File: config.mk
export PLATFORM = sky130hd
export DESIGN_NAME = dram_responder
export DESIGN_NICKNAME = d
export VERILOG_FILES = /design/src/rtl/dram_pkg.sv /design/src/rtl/dram_lat_pipe.sv /design/src/rtl/dram_responder.sv
export SDC_FILE = /design/constraint.sdc
export NUM_CORES = 2
export LEC_CHECK = 0
export CAP_MARGIN = 30
export CORE_MARGIN = 2
export CORE_UTILIZATION = 30
export DETAILED_ROUTE_END_ITERATION = 12
export DONT_BUFFER_PORTS = 1
export GPL_ROUTABILITY_DRIVEN = 0
export SYNTH_ARGS = -nofsm -noshare
export SYNTH_HDL_FRONTEND = slang
export SYNTH_SLANG_ARGS = --single-unit
File: constraint.sdc
create_clock -name clk -period 4.8 [get_ports clk]
set_input_delay 0.48 -clock clk [delete_from_list [all_inputs] [get_ports clk]]
set_output_delay 0.48 -clock clk [all_outputs]
set_load 0.005 [all_outputs]
File: src/rtl/dram_pkg.sv
`default_nettype none
// ============================================================================
//  Module      : dram_pkg
//  Description : Shared definitions for the DRAM responder model: controller
//                state encoding, default geometry, refresh counter width and
//                a small width helper.
//  Revision    : 1.0  initial release
// ============================================================================
package dram_pkg;

    localparam int ROW_W_DEF     = 4;
    localparam int COL_W_DEF     = 4;
    localparam int DATA_W_DEF    = 8;
    localparam int REFRESH_CNT_W = 16;

    typedef enum logic [2:0] {
        S_IDLE   = 3'd0,
        S_ROW    = 3'd1,
        S_ACCESS = 3'd2,
        S_CBR    = 3'd3,
        S_WAIT   = 3'd4
    } state_t;

    // Width of the multiplexed address bus.
    function automatic int max_w(input int a, input int b);
        return (a > b) ? a : b;
    endfunction

endpackage
`default_nettype wire

File: src/rtl/dram_lat_pipe.sv
`default_nettype none
// ============================================================================
//  Module      : dram_lat_pipe
//  Description : CAS latency pipeline. A read strobe and the array output
//                enter stage 0 and emerge CAS_LAT cycles later as a one-cycle
//                dout_valid pulse. Each stage only captures data when its
//                incoming valid is set, so dout holds the last read value
//                until the next read replaces it.
//  Ports       : clk        - system clock
//                reset_n    - asynchronous active-low reset
//                rd_stb     - read issued this cycle
//                rd_data    - array data for the issued read
//                dout       - read data (held)
//                dout_valid - one-cycle pulse per completed read
//  Revision    : 1.0  initial release
// ============================================================================
module dram_lat_pipe #(
    parameter int CAS_LAT = 1,   // legal range 1..4
    parameter int DATA_W  = 8
) (
    input  logic              clk,
    input  logic              reset_n,
    input  logic              rd_stb,
    input  logic [DATA_W-1:0] rd_data,
    output logic [DATA_W-1:0] dout,
    output logic              dout_valid
);

    logic              r_vld [CAS_LAT];
    logic [DATA_W-1:0] r_dat [CAS_LAT];

    for (genvar gi = 0; gi < CAS_LAT; gi++) begin : g_stage
        logic              w_v_in;
        logic [DATA_W-1:0] w_d_in;

        if (gi == 0) begin : g_head
            assign w_v_in = rd_stb;
            assign w_d_in = rd_data;
        end else begin : g_tail
            assign w_v_in = r_vld[gi-1];
            assign w_d_in = r_dat[gi-1];
        end

        always_ff @(posedge clk or negedge reset_n) begin
            if (!reset_n) begin
                r_vld[gi] <= 1'b0;
                r_dat[gi] <= '0;
            end else begin
                r_vld[gi] <= w_v_in;
                if (w_v_in) begin
                    r_dat[gi] <= w_d_in;
                end
            end
        end
    end

    assign dout       = r_dat[CAS_LAT-1];
    assign dout_valid = r_vld[CAS_LAT-1];

endmodule
`default_nettype wire

File: src/rtl/dram_responder.sv
`default_nettype none
// ============================================================================
//  Module      : dram_responder
//  Description : Cycle-sampled DRAM device model. Decodes the RAS/CAS strobe
//                sequence, demultiplexes row/column from the shared address
//                bus, writes/reads an internal array, returns read data after
//                CAS_LAT cycles, counts CAS-before-RAS refreshes and pulses
//                proto_err on malformed sequences.
//  Ports       : clk         - system clock, inputs sampled on rising edge
//                reset_n     - asynchronous active-low reset
//                ras, cas    - row / column strobes, active low
//                mux         - controller address select (checking only)
//                addr        - multiplexed row/column address
//                we, din     - write enable / data, sampled at CAS fall
//                dout        - read data
//                dout_valid  - one-cycle pulse per read
//                refresh_cnt - CBR refresh count (wraps)
//                proto_err   - one-cycle pulse on an illegal sequence
//  Revision    : 1.0  initial release
// ============================================================================
module dram_responder
    import dram_pkg::*;
#(
    parameter int ROW_W   = ROW_W_DEF,
    parameter int COL_W   = COL_W_DEF,
    parameter int DATA_W  = DATA_W_DEF,
    parameter int CAS_LAT = 1            // legal range 1..4
) (
    input  logic                           clk,
    input  logic                           reset_n,
    input  logic                           ras,
    input  logic                           cas,
    input  logic                           mux,
    input  logic [max_w(ROW_W,COL_W)-1:0]  addr,
    input  logic                           we,
    input  logic [DATA_W-1:0]              din,
    output logic [DATA_W-1:0]              dout,
    output logic                           dout_valid,
    output logic [REFRESH_CNT_W-1:0]       refresh_cnt,
    output logic                           proto_err
);

    localparam int c_DEPTH = 1 << (ROW_W + COL_W);

    // ------------------------------------------------------------------
    // Strobe edge detection (previous samples reset to the idle level)
    // ------------------------------------------------------------------
    logic r_ras_q;
    logic r_cas_q;
    logic w_ras_fall;
    logic w_ras_rise;
    logic w_cas_fall;
    logic w_cas_rise;

    assign w_ras_fall = r_ras_q & ~ras;
    assign w_ras_rise = ~r_ras_q & ras;
    assign w_cas_fall = r_cas_q & ~cas;
    assign w_cas_rise = ~r_cas_q & cas;

    // ------------------------------------------------------------------
    // State and datapath registers
    // ------------------------------------------------------------------
    state_t                   r_state;
    state_t                   w_state_nxt;
    logic [ROW_W-1:0]         r_row;
    logic [COL_W-1:0]         r_col;
    logic [REFRESH_CNT_W-1:0] r_refresh_cnt;
    logic                     r_proto_err;

    logic w_row_ld;
    logic w_access;
    logic w_err;
    logic w_ref_inc;

    // ------------------------------------------------------------------
    // Next-state / control decode
    // ------------------------------------------------------------------
    always_comb begin
        w_state_nxt = r_state;
        w_row_ld    = 1'b0;
        w_access    = 1'b0;
        w_err       = 1'b0;
        w_ref_inc   = 1'b0;

        case (r_state)
            S_IDLE: begin
                if (w_ras_fall && cas) begin
                    w_row_ld    = 1'b1;
                    w_state_nxt = S_ROW;
                end else if (w_ras_fall && !cas) begin
                    // RAS and CAS low together: no way to tell row from refresh
                    w_err       = 1'b1;
                    w_state_nxt = S_WAIT;
                end else if (w_cas_fall && ras) begin
                    w_state_nxt = S_CBR;
                end
            end

            S_ROW: begin
                if (w_ras_rise) begin
                    // Row opened and closed without a column access
                    w_state_nxt = S_IDLE;
                end else if (w_cas_fall) begin
                    w_access    = 1'b1;
                    w_err       = ~mux;   // controller still driving the row
                    w_state_nxt = S_ACCESS;
                end
            end

            S_ACCESS: begin
                if (w_ras_rise) begin
                    w_state_nxt = S_IDLE;
                end else if (w_cas_rise) begin
                    // Page mode: row stays open for another column
                    w_state_nxt = S_ROW;
                end
            end

            S_CBR: begin
                if (w_ras_fall) begin
                    w_ref_inc   = 1'b1;
                    w_state_nxt = S_WAIT;
                end else if (w_cas_rise) begin
                    w_err       = 1'b1;
                    w_state_nxt = S_IDLE;
                end
            end

            S_WAIT: begin
                if (ras && cas) begin
                    w_state_nxt = S_IDLE;
                end
            end

            default: begin
                w_state_nxt = S_IDLE;
            end
        endcase
    end

    // ------------------------------------------------------------------
    // State register
    // ------------------------------------------------------------------
    always_ff @(posedge clk or negedge reset_n) begin
        if (!reset_n) begin
            r_ras_q       <= 1'b1;
            r_cas_q       <= 1'b1;
            r_state       <= S_IDLE;
            r_row         <= '0;
            r_col         <= '0;
            r_refresh_cnt <= '0;
            r_proto_err   <= 1'b0;
        end else begin
            r_ras_q     <= ras;
            r_cas_q     <= cas;
            r_state     <= w_state_nxt;
            r_proto_err <= w_err;
            if (w_row_ld) begin
                r_row <= addr[ROW_W-1:0];
            end
            if (w_access) begin
                r_col <= addr[COL_W-1:0];
            end
            if (w_ref_inc) begin
                r_refresh_cnt <= r_refresh_cnt + 1'b1;
            end
        end
    end

    // ------------------------------------------------------------------
    // Array. The access cycle uses the column straight off the bus, since
    // the column register only captures it at the end of that cycle;
    // otherwise the read port keeps pointing at the open column.
    // ------------------------------------------------------------------
    logic [DATA_W-1:0]      r_mem [c_DEPTH];
    logic [COL_W-1:0]       w_col;
    logic [ROW_W+COL_W-1:0] w_idx;
    logic                   w_wr;
    logic                   w_rd;
    logic [DATA_W-1:0]      w_rd_data;

    assign w_col     = w_access ? addr[COL_W-1:0] : r_col;
    assign w_idx     = {r_row, w_col};
    assign w_wr      = w_access & we;
    assign w_rd      = w_access & ~we;
    assign w_rd_data = r_mem[w_idx];

    // Under reset the FSM sits in S_IDLE, so no write can be committed.
    always_ff @(posedge clk) begin
        if (w_wr) begin
            r_mem[w_idx] <= din;
        end
    end

    // ------------------------------------------------------------------
    // Read latency pipeline
    // ------------------------------------------------------------------
    dram_lat_pipe #(
        .CAS_LAT (CAS_LAT),
        .DATA_W  (DATA_W)
    ) u_lat_pipe (
        .clk        (clk),
        .reset_n    (reset_n),
        .rd_stb     (w_rd),
        .rd_data    (w_rd_data),
        .dout       (dout),
        .dout_valid (dout_valid)
    );

    assign refresh_cnt = r_refresh_cnt;
    assign proto_err   = r_proto_err;

endmodule
`default_nettype wire

==> metrics.yaml <==
final.setup_skew_ns: 0.1088
synth_fp_nets: 5333
share_comb_of_total_power_pct: 30.2
clock_latency_on_the_worst_skew_pair_ns: 0.90
placeableCoreArea_sq_um: 273900
ys_ff_latch: 2087
cts-buffers-inserted: 209
drtIter0Drc: 6833
p_sw_share_pct: 34.58
finalSetupViolations: 0
synth_area_sq_um: 82660
gr-total-overflow: 0
hold_viol_final: 0
crit_required_ns: 5.57
post_synth_edffs: 2048
antenna_violating_nets_post_route: 0
yosysWarningCount: 0
ys_seq_area_share_pct: 75.58
fin_crit_ns: 4.634
crit_type: "reg -> reg"
cts.reportedPaths.clkPinSlew_ns: 0.06
drt-vias-per-instance: 5.457
synthesis.instances: 5314
io_pins: 44
fp.dieArea_sq_um: 279700
synthesis.area_per_instance_sq_um: 15.56
hold_class: "in -> reg"
place.port_buffers: 0
worst-slew-pin-transition_ns: 1.512
timing.critical_path.fanout_max: 39
die_width_um: 528.9
p_leak_nw: 30.07
synth_top_flop_cell: "edfxtp_1"
post_synth_num_cell_types: 81
dp_hpwl_mm: 146.8
ctsLongestPathBuffers: 3
layout_cells_sized_above_1_pct: 13.51
first_global_vias: 48360
slew_headroom_pct: -0.8184
cts_post_setup_buffers_inserted: 0
avgRoutedWirePerCell_um: 26.81
final_nets: 5482
cts_max_level: 4
clock_power_share_pct: 30.4
maximum_resistive_drop_on_vdd_uv: 433.9
internal_power_w: 0.03388
routed-via-count: 50360
grt_max_degree: 257
rsz0062_at_grt: "false"
run_status: "complete, but fails checks"
start_kind: "flip-flop"
grt_use_total_pct: 17.20
preCtsSetupSlack_ns: -0.1431
timing.max_cap.violations: 0
fmax_mhz: 215.8
area_grow_syn2layout_pct: 15.30
detailedRoute.firstPassIterationCount: 7
chipHeight_um: 528.9
total_power_w: 0.05179
critPathCaptureType: "flip-flop"
number_of_antenna_violations_at_the_first_check_in_global_routing: 10
worst_slack_ns: 0.1658
grt_first_pass_wirelength_mm: 354.2
clock_tree_root: "clkbuf_16"
final-max-slew-violation-count: 33
tritoncts: "done"
crit_arrival_ns: 5.40
sequentialPowerShare_pct: 39.4
route.detailed.drc: 0
row_count: 192
clock-sinks: 2087
start_util_pct: 30.18
fin_worst_hold_slack_ns: 0.06096
violations: "slew limit"
min_period_over_period_pct: 96.55
total_switching_power_w: 0.01791
postSynth.asyncResetShare_pct: 1.869
finalWirelength_mm: 247.4
power_density_nw_per_um2: 543.4
[sequential cells by signal, indices dropped and copies added (netlist names)]
register,count
r_state,3
r_ras_q,1
u_lat_pipe.dout_valid,1
r_col,4
refresh_cnt,16
r_cas_q,1
r_row,4
r_mem,2048
u_lat_pipe.dout,8
proto_err,1
[worst max-delay path, cell delays in order (launching register included)]
cell,delay (ns)
dfrtp_1,0.47
and3b_1,0.29
buf_4,0.30
a31oi_4,0.15
nor2_4,0.23
clkinv_8,0.33
buf_4,0.37
mux2i_1,0.19
o22ai_1,0.10
o21ai_0,0.40
buf_4,0.19
nand3_1,0.35
or4_1,0.79
o32a_1,0.37
[power groups by stage]
stage                     logic [W]  registers, W  clock network, W
final                        0.0156        0.0204            0.0157
after global placement       0.0149        0.0208                 0
after global routing         0.0163        0.0204            0.0167
after detailed placement     0.0150        0.0208                 0
after CTS                    0.0154        0.0204            0.0160
after floorplan             0.00874        0.0205                 0
[stage by stage]
step	instance area, sq um	utilization [%]	std cells	setup TNS, ns
3_3_place_gp	88190	32.20	8812	-0.3904
6_report	95310	34.80	9227	0
5_1_grt	95290	34.80	9222	0
4_1_cts	95260	34.78	9216	0
2_1_floorplan	82660	-	5314	0
3_5_place_dp	88250	32.22	8818	-0.1431
[cell type report]
type,instances,area [sq um]
sequential,2087,62480
timing repair buffer,301,2878
clock buffer,272,5508
inverter,18,87.58
fill,25840,178600
clock inverter,103,1070
multi-input combinational,2846,18770
tap,3589,4491
antenna,11,27.53
[cells in the final DEF (no fill, tap or decap), drive strengths merged, types with 15 or more instances in the layout]
cell / netlist / final
nand2: 649 / 649
clkinv: 2 / 87
a22oi: 22 / 22
nand2b: 27 / 27
o22ai: 86 / 86
nor2: 296 / 296
a32oi: 67 / 67
a21oi: 204 / 204
buf: 147 / 291
inv: 16 / 21
o221ai: 35 / 35
a31oi: 92 / 92
o21ai: 167 / 167
a22o: 17 / 17
mux2i: 261 / 261
nor3: 18 / 18
clkbuf: 216 / 272
mux2: 38 / 38
nor4: 40 / 40
a311oi: 17 / 17
a211o: 16 / 16
mux4: 102 / 102
a31o: 15 / 15
dfrtp: 37 / 37
and3: 67 / 67
a2111oi: 33 / 33
edfxtp: 2048 / 2048
nand4: 43 / 43
a221oi: 30 / 30
nand3: 275 / 275
a211oi: 56 / 56
[worst paths after layout]
| kind | startpoint | to | slack (ns) | cells past startpoint |
|---|---|---|---|---|
| max | r_state[2]$_DFFE_PN0P_ | u_lat_pipe.dout[7]$_DFFE_PN0P_ | 0.17 | 13 |
| max in group asynchronous | reset_n | r_cas_q$_DFF_PN1_ | 4.22 | 2 |
| min in group asynchronous | reset_n | u_lat_pipe.dout[5]$_DFFE_PN0P_ | 0.25 | 2 |
| min | din[3] | r_mem[166][3]$_DFFE_PP_ | 0.06 | 1 |
| min reg2reg | refresh_cnt[15]$_DFFE_PN0P_ | refresh_cnt[15]$_DFFE_PN0P_ | 0.50 | 1 |
| max reg2reg | r_state[2]$_DFFE_PN0P_ | u_lat_pipe.dout[7]$_DFFE_PN0P_ | 0.17 | 13 |
[Yosys cell counts, types with 8 or more instances]
| library cell | count | area share [%] |
|---|---|---|
| edfxtp_1 | 2048 | 74 |
| nand2_1 | 649 | 2.9 |
| nor2_1 | 294 | 1.3 |
| nand3_1 | 275 | 1.7 |
| mux2i_1 | 261 | 3.2 |
| clkbuf_1 | 216 | 0.98 |
| a21oi_1 | 204 | 1.2 |
| o21ai_0 | 166 | 1.0 |
| mux4_2 | 102 | 2.8 |
| a31oi_1 | 91 | 0.69 |
| o22ai_1 | 86 | 0.65 |
| buf_2 | 84 | 0.51 |
| a32oi_1 | 67 | 0.71 |
| and3_1 | 67 | 0.51 |
| a211oi_1 | 56 | 0.51 |
| nand4_1 | 43 | 0.33 |
| mux2_2 | 38 | 0.52 |
| nor4_1 | 38 | 0.29 |
| dfrtp_1 | 37 | 1.1 |
| buf_1 | 35 | 0.16 |
| o221ai_1 | 35 | 0.37 |
| a2111oi_0 | 33 | 0.35 |
| a221oi_1 | 30 | 0.32 |
| nand2b_1 | 27 | 0.20 |
| buf_4 | 26 | 0.24 |
| a22oi_1 | 22 | 0.20 |
| a22o_1 | 17 | 0.18 |
| a311oi_1 | 17 | 0.18 |
| nor3_1 | 17 | 0.10 |
| a211o_1 | 16 | 0.17 |
| a31o_2 | 15 | 0.16 |
| inv_1 | 14 | 0.064 |
| o2111ai_1 | 12 | 0.13 |
| a32o_1 | 11 | 0.13 |
| o22a_1 | 10 | 0.11 |
| or4_1 | 10 | 0.091 |
| xnor2_1 | 10 | 0.11 |
| o41ai_1 | 8 | 0.085 |
[cell families (layout without fill, tap and decap cells)]
| logic type | after synthesis | in the layout | synth area share [%] |
|---|---|---|---|
| DFF | 2087 | 2087 | 75.58 |
| and+or+nand+nor | 1467 | 1467 | 7.923 |
| AOI/OAI and AO/OA | 962 | 962 | 7.868 |
| muxes | 401 | 401 | 6.457 |
| buffers and inverters | 381 | 694 | 1.994 |
| xor gates and xnor gates | 15 | 15 | 0.1589 |
| adders and majority gates | 1 | 1 | 0.01513 |
| other | 0 | 11 | 0 |
[timing repair]
action,in CTS,in global routing
endpoints found under the hold margin,1909,0
pin swaps,0,0
gates resized for setup,1,6
hold buffers,23,0
setup endpoints to repair,1,4
[per-layer routing]
| metal | vias to the layer above | share of wire [%] | global-route usage, % |
|---|---|---|---|
| met2 | 2824 | 45 | 26.35 |
| li1 | 21230 | - | - |
| met3 | 403 | 10 | 3.880 |
| met4 | 4 | 3.3 | 5.933 |
| met5 | - | 0.013 | 0 |
| met1 | 25890 | 41 | 23.95 |
Power figures use the tool's default switching activity.
